$ cat config.mk
export PLATFORM = sky130hd
export DESIGN_NAME = i2c_master_arbiter
export DESIGN_NICKNAME = d
export VERILOG_FILES = /design/src/rtl/i2c_master_arbiter.sv
export SDC_FILE = /design/constraint.sdc
export NUM_CORES = 1
export LEC_CHECK = 0
export ABC_AREA = 1
export BUFFER_PORTS_ARGS = -buffer_cell sky130_fd_sc_hd__buf_4
export CORE_ASPECT_RATIO = 1.4
export CORE_MARGIN = 2
export CORE_UTILIZATION = 45
export DETAILED_ROUTE_END_ITERATION = 8
export PLACE_DENSITY = 0.76
export SETUP_SLACK_MARGIN = 0.2
export SLEW_MARGIN = 20
export SYNTH_ARGS = -nofsm -noshare
export SYNTH_HDL_FRONTEND = slang
export SYNTH_SLANG_ARGS = --single-unit
$ cat constraint.sdc
create_clock -name clk -period 2.75 [get_ports clk]
set_input_delay 0.275 -clock clk [delete_from_list [all_inputs] [get_ports clk]]
set_output_delay 0.275 -clock clk [all_outputs]
set_load 0.02 [all_outputs]
$ cat src/rtl/i2c_master_arbiter.sv
// Round-robin arbiter sharing one I2C master between NUM_REQ requesters.
// Latches the winning descriptor, drives the master handshake, supervises
// busy with launch/run timeouts and returns a per-requester done/err pulse.
module i2c_master_arbiter #(
   parameter int unsigned NUM_REQ        = 4,
   parameter int unsigned BYTES_SEND_LOG = 2,
   parameter int unsigned BITS_SEND_MAX  = ((2**BYTES_SEND_LOG)-1)<<3,
   parameter int unsigned LAUNCH_TIMEOUT = 64,
   parameter int unsigned RUN_TIMEOUT    = 1000000
) (
   input  logic                               clk,
   input  logic                               rst,
   input  logic [NUM_REQ-1:0]                 req,
   input  logic [NUM_REQ*8-1:0]               req_addr,
   input  logic [NUM_REQ*BYTES_SEND_LOG-1:0]  req_nbytes,
   input  logic [NUM_REQ*BITS_SEND_MAX-1:0]   req_data,
   output logic [NUM_REQ-1:0]                 req_ack,
   output logic [NUM_REQ-1:0]                 done,
   output logic [NUM_REQ-1:0]                 err,
   output logic                               timeout,
   output logic [$clog2(NUM_REQ)-1:0]         owner,
   output logic                               owner_valid,
   output logic                               m_start_request,
   output logic                               m_grant,
   output logic [7:0]                         m_addr,
   output logic [BYTES_SEND_LOG-1:0]          m_nbytes,
   output logic [BITS_SEND_MAX-1:0]           m_data,
   input  logic                               m_busy,
   input  logic                               m_ack_error
);

   localparam int unsigned OW = $clog2(NUM_REQ);

   typedef enum logic [1:0] {StIdle, StLaunch, StRun, StComplete} state_t;

   state_t              state;
   logic [OW-1:0]       rr_ptr;
   logic [31:0]         cnt;
   logic [31:0]         cnt_inc;
   logic [OW-1:0]       win_idx;
   logic                win_found;
   logic [NUM_REQ-1:0]  owner_oh;
   logic [NUM_REQ-1:0]  win_oh;

   // Saturating increment so a stuck counter never wraps back past a limit.
   assign cnt_inc  = (cnt == 32'hFFFF_FFFF) ? cnt : cnt + 32'd1;
   assign owner_oh = NUM_REQ'(1) << owner;
   assign win_oh   = NUM_REQ'(1) << win_idx;

   // Round-robin search: first active request at or after rr_ptr, with wrap.
   always_comb begin
      win_found = 1'b0;
      win_idx   = '0;
      for (int unsigned k = 0; k < NUM_REQ; k++) begin
         if (!win_found && req[(32'(rr_ptr) + k) % NUM_REQ]) begin
            win_found = 1'b1;
            win_idx   = OW'((32'(rr_ptr) + k) % NUM_REQ);
         end
      end
   end

   // Arbitration FSM; every output is a register written only here.
   always_ff @(posedge clk or posedge rst) begin
      if (rst) begin
         state           <= StIdle;
         rr_ptr          <= '0;
         cnt             <= '0;
         req_ack         <= '0;
         done            <= '0;
         err             <= '0;
         timeout         <= 1'b0;
         owner           <= '0;
         owner_valid     <= 1'b0;
         m_start_request <= 1'b0;
         m_grant         <= 1'b0;
         m_addr          <= '0;
         m_nbytes        <= '0;
         m_data          <= '0;
      end else begin
         // Pulse outputs default low every cycle.
         req_ack <= '0;
         done    <= '0;
         err     <= '0;
         timeout <= 1'b0;
         unique case (state)
            StIdle: begin
               cnt <= '0;
               // An external master user holding busy blocks arbitration.
               if (win_found && !m_busy) begin
                  m_addr          <= req_addr[32'(win_idx)*8 +: 8];
                  m_nbytes        <= req_nbytes[32'(win_idx)*BYTES_SEND_LOG +: BYTES_SEND_LOG];
                  m_data          <= req_data[32'(win_idx)*BITS_SEND_MAX +: BITS_SEND_MAX];
                  owner           <= win_idx;
                  req_ack         <= win_oh;
                  m_start_request <= 1'b1;
                  m_grant         <= 1'b1;
                  owner_valid     <= 1'b1;
                  state           <= StLaunch;
               end
            end
            StLaunch: begin
               if (m_busy) begin
                  m_start_request <= 1'b0;
                  m_grant         <= 1'b0;
                  cnt             <= '0;
                  state           <= StRun;
               end else if (cnt >= 32'(LAUNCH_TIMEOUT - 1)) begin
                  m_start_request <= 1'b0;
                  m_grant         <= 1'b0;
                  done            <= owner_oh;
                  err             <= owner_oh;
                  timeout         <= 1'b1;
                  cnt             <= '0;
                  state           <= StComplete;
               end else begin
                  cnt <= cnt_inc;
               end
            end
            StRun: begin
               if (!m_busy) begin
                  // ack_error is only valid in the cycle busy falls.
                  done    <= owner_oh;
                  err     <= m_ack_error ? owner_oh : '0;
                  timeout <= 1'b0;
                  cnt     <= '0;
                  state   <= StComplete;
               end else if (cnt >= 32'(RUN_TIMEOUT - 1)) begin
                  done    <= owner_oh;
                  err     <= owner_oh;
                  timeout <= 1'b1;
                  cnt     <= '0;
                  state   <= StComplete;
               end else begin
                  cnt <= cnt_inc;
               end
            end
            StComplete: begin
               owner_valid <= 1'b0;
               rr_ptr      <= (32'(owner) == NUM_REQ - 1) ? '0 : owner + OW'(1);
               cnt         <= '0;
               state       <= StIdle;
            end
            default: state <= StIdle;
         endcase
      end
   end

endmodule

==> results.cfg, run 1 <==
[place]
dpl_cell_area_sq_um = 7161
gp_congestion = 0.9405
dp_hpwl_mm = 12.98
portBuffers = 195
place_inst = 1195

[synthesis]
netlist_area_sq_um = 5587
synth_adder_area_share_pct = 2.240
synth_xor_area_share_pct = 0.1568
ys_warn_count = 0
ys_seq_area_share_pct = 38.97
yosys.cell_types.count = 37
ys_ff_latch = 87
synth_compound_area_share_pct = 3.046
synth_top_family_by_area = simple AND/OR/NAND/NOR gates
synth-simple-area-share_pct = 47.19
synth_cells = 863
syn_area_per_cell_sq_um = 6.473
synthMuxAreaShare_pct = 0

[layout]
final_layout_size_suffix_gt1_share_pct = 22.90
syn_to_final_growth_pct = 33.64
nNetsFinal = 1210
nFillCells = 1235
postLayoutCellArea_sq_um = 7466
antenna_cells = 0
final_cells = 1211

[timing]
drv_slew = 0
final_hold_viol_count = 1
clock_skew_ns = 0.009949
setup_violations = 0
maxSlewHeadroom_pct = 56.58
worstMarginPinSlew_ns = 0.6506
tns_ns = 0
holdWs_ns = -0.001665
max_freq_mhz = 469.7
rsz0062_at_grt = false
period_needed_ns = 2.129
period_share_pct = 77.42

[die]
core-area_sq_um = 12250
die_h_um = 135.8
dieWidth_um = 98.17
die_area_sq_um = 13330
num_rows = 48
io_pins = 196
start_util_pct = 45.60

[drt]
ant_nets = 0
vias = 6056
drtIter0Drc = 237
dr.pass1.iters = 5
wl_mm = 16.89
detail_route.wl_per_cell_um = 13.94
viasPerCell = 5.001
drcViolationCount = 0

[flow_run]
max-cap-violations = 0

[status]
violations = negative hold slack
outcome = complete, but fails checks

[grt]
grt_pass1_wl_mm = 27.03
grt_antenna_before_repair = 0
track_usage_pct = 25.30
grt_pass1_vias = 5711
grt_max_degree = 54
grt.overflow.total = 0

[power_and_ir_drop]
p_per_area_nw_per_um2 = 1137
ir_drop_mv = 0.8420
p_total_mw = 8.487
p_leak_nw = 4.293

[setup_path]
cp_num_buf_inv = 2
worstSetupPathType = register to register
end_kind = register
cpMaxStageDelayCell = dfrtp_2
cp.arrival_ns = 2.42
cp_cell_sequence = inv_2 -> nand2_1 -> nand3_1 -> nand2_2 -> nor2_4 -> nand3_2 -> nand2_2 -> buf_4 -> nand3_1 -> nand2_1 -> nand2_1 -> nand2_1 -> nand2_1 -> nand2_1
critical_path.max_fanout = 35
worstSetupStartpointType = register
critPathRequiredTime_ns = 3.04
crit_path_max_incr_delay_ns = 0.49
worst_path_most_repeated_cell = nand2_1
critPathTopFamily = simple AND/OR/NAND/NOR gates

[clocking]
cts-root-buf = clkbuf_16
cts_hold_buf = 0
cts_sinks = 87
clockBufferDepth = 2
post_cts_buffers = 0
cts-resized-gates = 0
insertion_delay_ns = 0.35
numCtsBuffers = 9
cts_tree = built
path_clk_slew_ns = 0.07
h-tree-depth = 3

[worst_hold_path]
hold_path_class = primary input to async pin
## state kept, by name (all words and copies together), names as in the netlist
| signal | cells |
|---|---|
| cnt | 32 |
| m_data | 24 |
| m_addr | 8 |
| done | 4 |
| err | 4 |
| req_ack | 4 |
| m_nbytes | 2 |
| owner | 2 |
| rr_ptr | 2 |
| state | 2 |
| m_grant | 1 |
| owner_valid | 1 |
| timeout | 1 |
## metal layers
layer,up-vias,share of wire [%],track usage (%)
met1,2722,39,29.79
li1,3083,-,-
met2,210,50,44.03
met3,41,7.4,7.198
met5,-,0,0
met4,0,3.5,9.285
## where the power goes
part           total [mW]  switching [mW]  internal (mW)
Sequential           1.88           0.261           1.62
Combinational        5.34            3.49           1.85
Clock                1.26           0.550          0.714
## cells in the mapped netlist
cell         n  area [sq um]
buf_4       10         75.07
inv_1       57         214.0
a31oi_1      2         12.51
nor2_2       1         6.260
a21oi_1      5         25.02
nand2_2      4         25.02
a211oi_1     2         15.01
buf_1        3         11.26
a2bb2oi_1    1         8.760
nand4_2      1         12.51
xor2_1       1         8.760
a21boi_0     1         7.510
nand3_2      1         10.01
nand2_4      1         11.26
buf_6        5         56.30
nor2_1      60         225.2
inv_4        1         6.260
or2_2        2         12.51
nor4_1       5         31.28
o21ai_1      5         25.02
o211ai_1     2         15.01
nand3_1     94         470.5
clkbuf_1     4         15.01
nand3b_1     1         7.510
and3_1       4         25.02
inv_2        2         7.510
nand2_1    434          1629
o21a_1       1         7.510
nand4_1     10         62.56
a31o_2       1         8.760
nor2_4       2         22.52
conb_1       1         3.750
buf_2       16         80.08
dfrtp_1     87          2177
o21ai_0      9         45.04
nor3_1      17         85.08
ha_1        10         125.1
## worst register-to-register path, delay by kind of cell (launching register included)
family,cells,cell delay [ns]
and+or+nand+nor,12,1.10
buffers and inverters,2,0.48
DFF,1,0.49
## final timing paths
path,startpoint,to,slack [ns],cells after the start
worst max-delay path,rr_ptr[0]$_DFFE_PP0P_,m_addr[0]$_DFFE_PP0P_,0.62,14
worst min-delay path,rst,m_data[20]$_DFFE_PP0P_,-0.002,2
worst max register to register,rr_ptr[0]$_DFFE_PP0P_,m_addr[0]$_DFFE_PP0P_,0.62,14
worst min register to register,m_data[15]$_DFFE_PP0P_,m_data[15]$_DFFE_PP0P_,0.48,2
max in group asynchronous,rst,cnt[10]$_DFF_PP0_,2.05,3
min in group clk,m_ack_error,err[1]$_DFF_PP0_,0.16,3
## cells by family (layout without fill, tap and decap cells)
logic type / after synthesis / in the layout
compound gates: 29 / 29
xor+xnor: 1 / 1
fa+ha+maj: 10 / 10
buf+inv: 98 / 285
flops: 87 / 87
other cells: 1 / 12
simple gates: 637 / 637
## through the flow
step                setup WS [ns]  utilization, %
finish                     0.6209           60.94
global route               0.3447           60.94
CTS                        0.5205           60.93
detailed placement         0.5489           58.45
global placement           0.5834           58.45
floorplan                  0.2248               -
## layout make-up
type / count / area [sq um] / share of cell area (%)
clock buffer: 9 / 225.2 / 3.017
inverter: 60 / 229.0 / 3.067
sequential: 87 / 2178 / 29.18
tap: 150 / 187.7 / 2.514
timing repair buffer: 209 / 1582 / 21.18
multi-input combinational: 689 / 2985 / 39.99
clock inverter: 7 / 78.83 / 1.056
## placed cells by master, fill, tap and decap left out, drive strengths merged, types with 9 or more instances in the layout
cell	instances
nand3	95
buf	209
nor3	17
nand2	439
ha	10
inv	62
nor2	63
nand4	11
clkbuf	9
dfrtp	87
conb	12
o21ai	14
Power figures use the tool's default switching activity.
==> inputs of run 2 (changes only) <==
==> constraint.sdc (replaced) <==
create_clock -name clk -period 2.1 [get_ports clk]
set_input_delay 0.21 -clock clk [delete_from_list [all_inputs] [get_ports clk]]
set_output_delay 0.21 -clock clk [all_outputs]
set_load 0.02 [all_outputs]
==> run 2 against run 1 <==
Against the previous run:
- the flow still finishes with violations (negative hold slack)
- flip-flop and latch count unchanged
- total power up 77%
- critical endpoint is now m_addr[4]$_DFFE_PP0P_
- wire length is 23% higher
- hold slack lost 0.0025 ns
- sequential power is 31% higher
- register-to-register slack got worse by 0.60 ns
- first-iteration DRC count is 60% higher
- largest cell class unchanged
- non-clock buffer count grew 42
- critical path type unchanged
- critical path depth up 2
- utilization rose by 11 points
- maximum frequency rose by 2.6%
- worst setup slack got worse by 0.60 ns
==> results.cfg, run 2 (synthesis gave the netlist of run 1 again) <==
[clocking]
cts_tree = built
cts_sinks = 87
numCtsBuffers = 9
h-tree-depth = 3
insertion_delay_ns = 0.35
cts-root-buf = clkbuf_16
clockBufferDepth = 2
path_clk_slew_ns = 0.07

[timing]
tns_ns = 0
clock_skew_ns = 0.008583
fin_ws_ns = 0.02516
holdWs_ns = -0.004154
period_needed_ns = 2.075
period_share_pct = 98.80
final_hold_viol_count = 1
drv_slew = 0
max_freq_mhz = 482.0
rsz0062_at_grt = true
setup_violations = 0

[layout]
antenna_cells = 0
mostFrequentLayoutCells = nand2_1 (350), buf_4 (219), dfrtp_1 (82)
top_register = cnt
nNetsFinal = 1254
layout.cells.most_common = nand2_1
seqCellArea_sq_um = 2183
postLayoutCellArea_sq_um = 8782
final_cells = 1255
syn_to_final_growth_pct = 57.20
largest_register_ffs = 32
multi_input_area_sq_um = 3577
utilization_pct = 71.68
nFillCells = 961
final_layout_size_suffix_gt1_share_pct = 37.92
largestRegisters = cnt x32, m_data x24, m_addr x8

[die]
core-area_sq_um = 12250
start_util_pct = 45.60
die_area_sq_um = 13330
num_rows = 48
dieWidth_um = 98.17
io_pins = 196
die_h_um = 135.8

[place]
dpl_cell_area_sq_um = 7296
dp_slack_ns = 0.07755
gp_congestion = 0.9168
dp_hpwl_mm = 12.81
portBuffers = 195
place_inst = 1201

[status]
outcome = complete, but fails checks
violations = negative hold slack

[power_and_ir_drop]
p_leak_nw = 4.827
p_total_mw = 15.02
p_per_area_nw_per_um2 = 1711
ir_drop_mv = 1.362

[drt]
ant_nets = 0
wl_mm = 20.74
dr.pass1.iters = 5
vias = 6645
drcViolationCount = 0
viasPerCell = 5.295
detail_route.wl_per_cell_um = 16.52
drtIter0Drc = 379

[setup_path]
critPathRequiredTime_ns = 2.33
worstSetupPathType = register to register
worstSetupStartpointType = register
end_kind = register
critical_path.max_fanout = 7
cp.arrival_ns = 2.31

[grt]
grt_antenna_before_repair = 0
grt_max_degree = 88
grt_pass1_wl_mm = 28.35
grt.overflow.total = 0
track_usage_pct = 26.45
grt_pass1_vias = 5838

[flow_run]
max-cap-violations = 0

[worst_hold_path]
hold_path_class = primary input to async pin
-- run 2: cell type report --
type | count | share of cell area [%]
clock buffers | 10 | 2.721
well taps | 150 | 2.137
clock inverters | 6 | 1.054
inverters | 60 | 2.750
flip-flops and latches | 87 | 24.86
repair buffers | 251 | 25.66
repair inverters | 1 | 0.08548
multi-input cells | 690 | 40.73
-- run 2: repair_timing --
item                       4_1_cts  5_1_grt
hold buffers                     0        0
pin swaps                        3       50
resized for setup               12      181
cloned                           2       17
setup endpoints to repair       47       72
setup buffers                    3       16
-- run 2: path summary, 6_finish.rpt --
| check | startpoint | to | cells after the start | slack [ns] |
|---|---|---|---|---|
| max reg2reg | rr_ptr[0]$_DFFE_PP0P_ | m_addr[4]$_DFFE_PP0P_ | 16 | 0.03 |
| min reg2reg | m_data[5]$_DFFE_PP0P_ | m_data[5]$_DFFE_PP0P_ | 2 | 0.48 |
| min in group clk | m_ack_error | err[1]$_DFF_PP0_ | 3 | 0.12 |
| max | rr_ptr[0]$_DFFE_PP0P_ | m_addr[4]$_DFFE_PP0P_ | 16 | 0.03 |
| max in group asynchronous | rst | rr_ptr[0]$_DFFE_PP0P_ | 3 | 1.70 |
| min | rst | m_data[16]$_DFFE_PP0P_ | 3 | -0.004 |
-- run 2: worst max-delay path, stage by stage, from the launching register on --
cell	delay [ns]
dfrtp_2	0.45
buf_6	0.17
nand2_2	0.07
nand2_2	0.11
nand2_2	0.08
nand2_4	0.10
nor2_4	0.04
nor2_4	0.16
nand2_8	0.12
buf_12	0.16
buf_16	0.14
nand3_1	0.06
nand2_1	0.05
nand2_1	0.05
nand2_1	0.06
nand2_1	0.08
nand2_1	0.06
-- run 2: power by group --
group,leakage (nW),switching (mW),internal [mW]
Sequential,1.12,0.337,2.13
Clock,0.155,0.689,1.08
Combinational,3.55,6.26,4.53
-- run 2: per-layer routing --
layer	track usage [%]	wire length (um)	vias up
met5	0	0	-
met4	9.589	908	0
met3	5.553	1557	85
met2	46.96	11030	328
met1	31.65	7239	3052
li1	-	-	3180
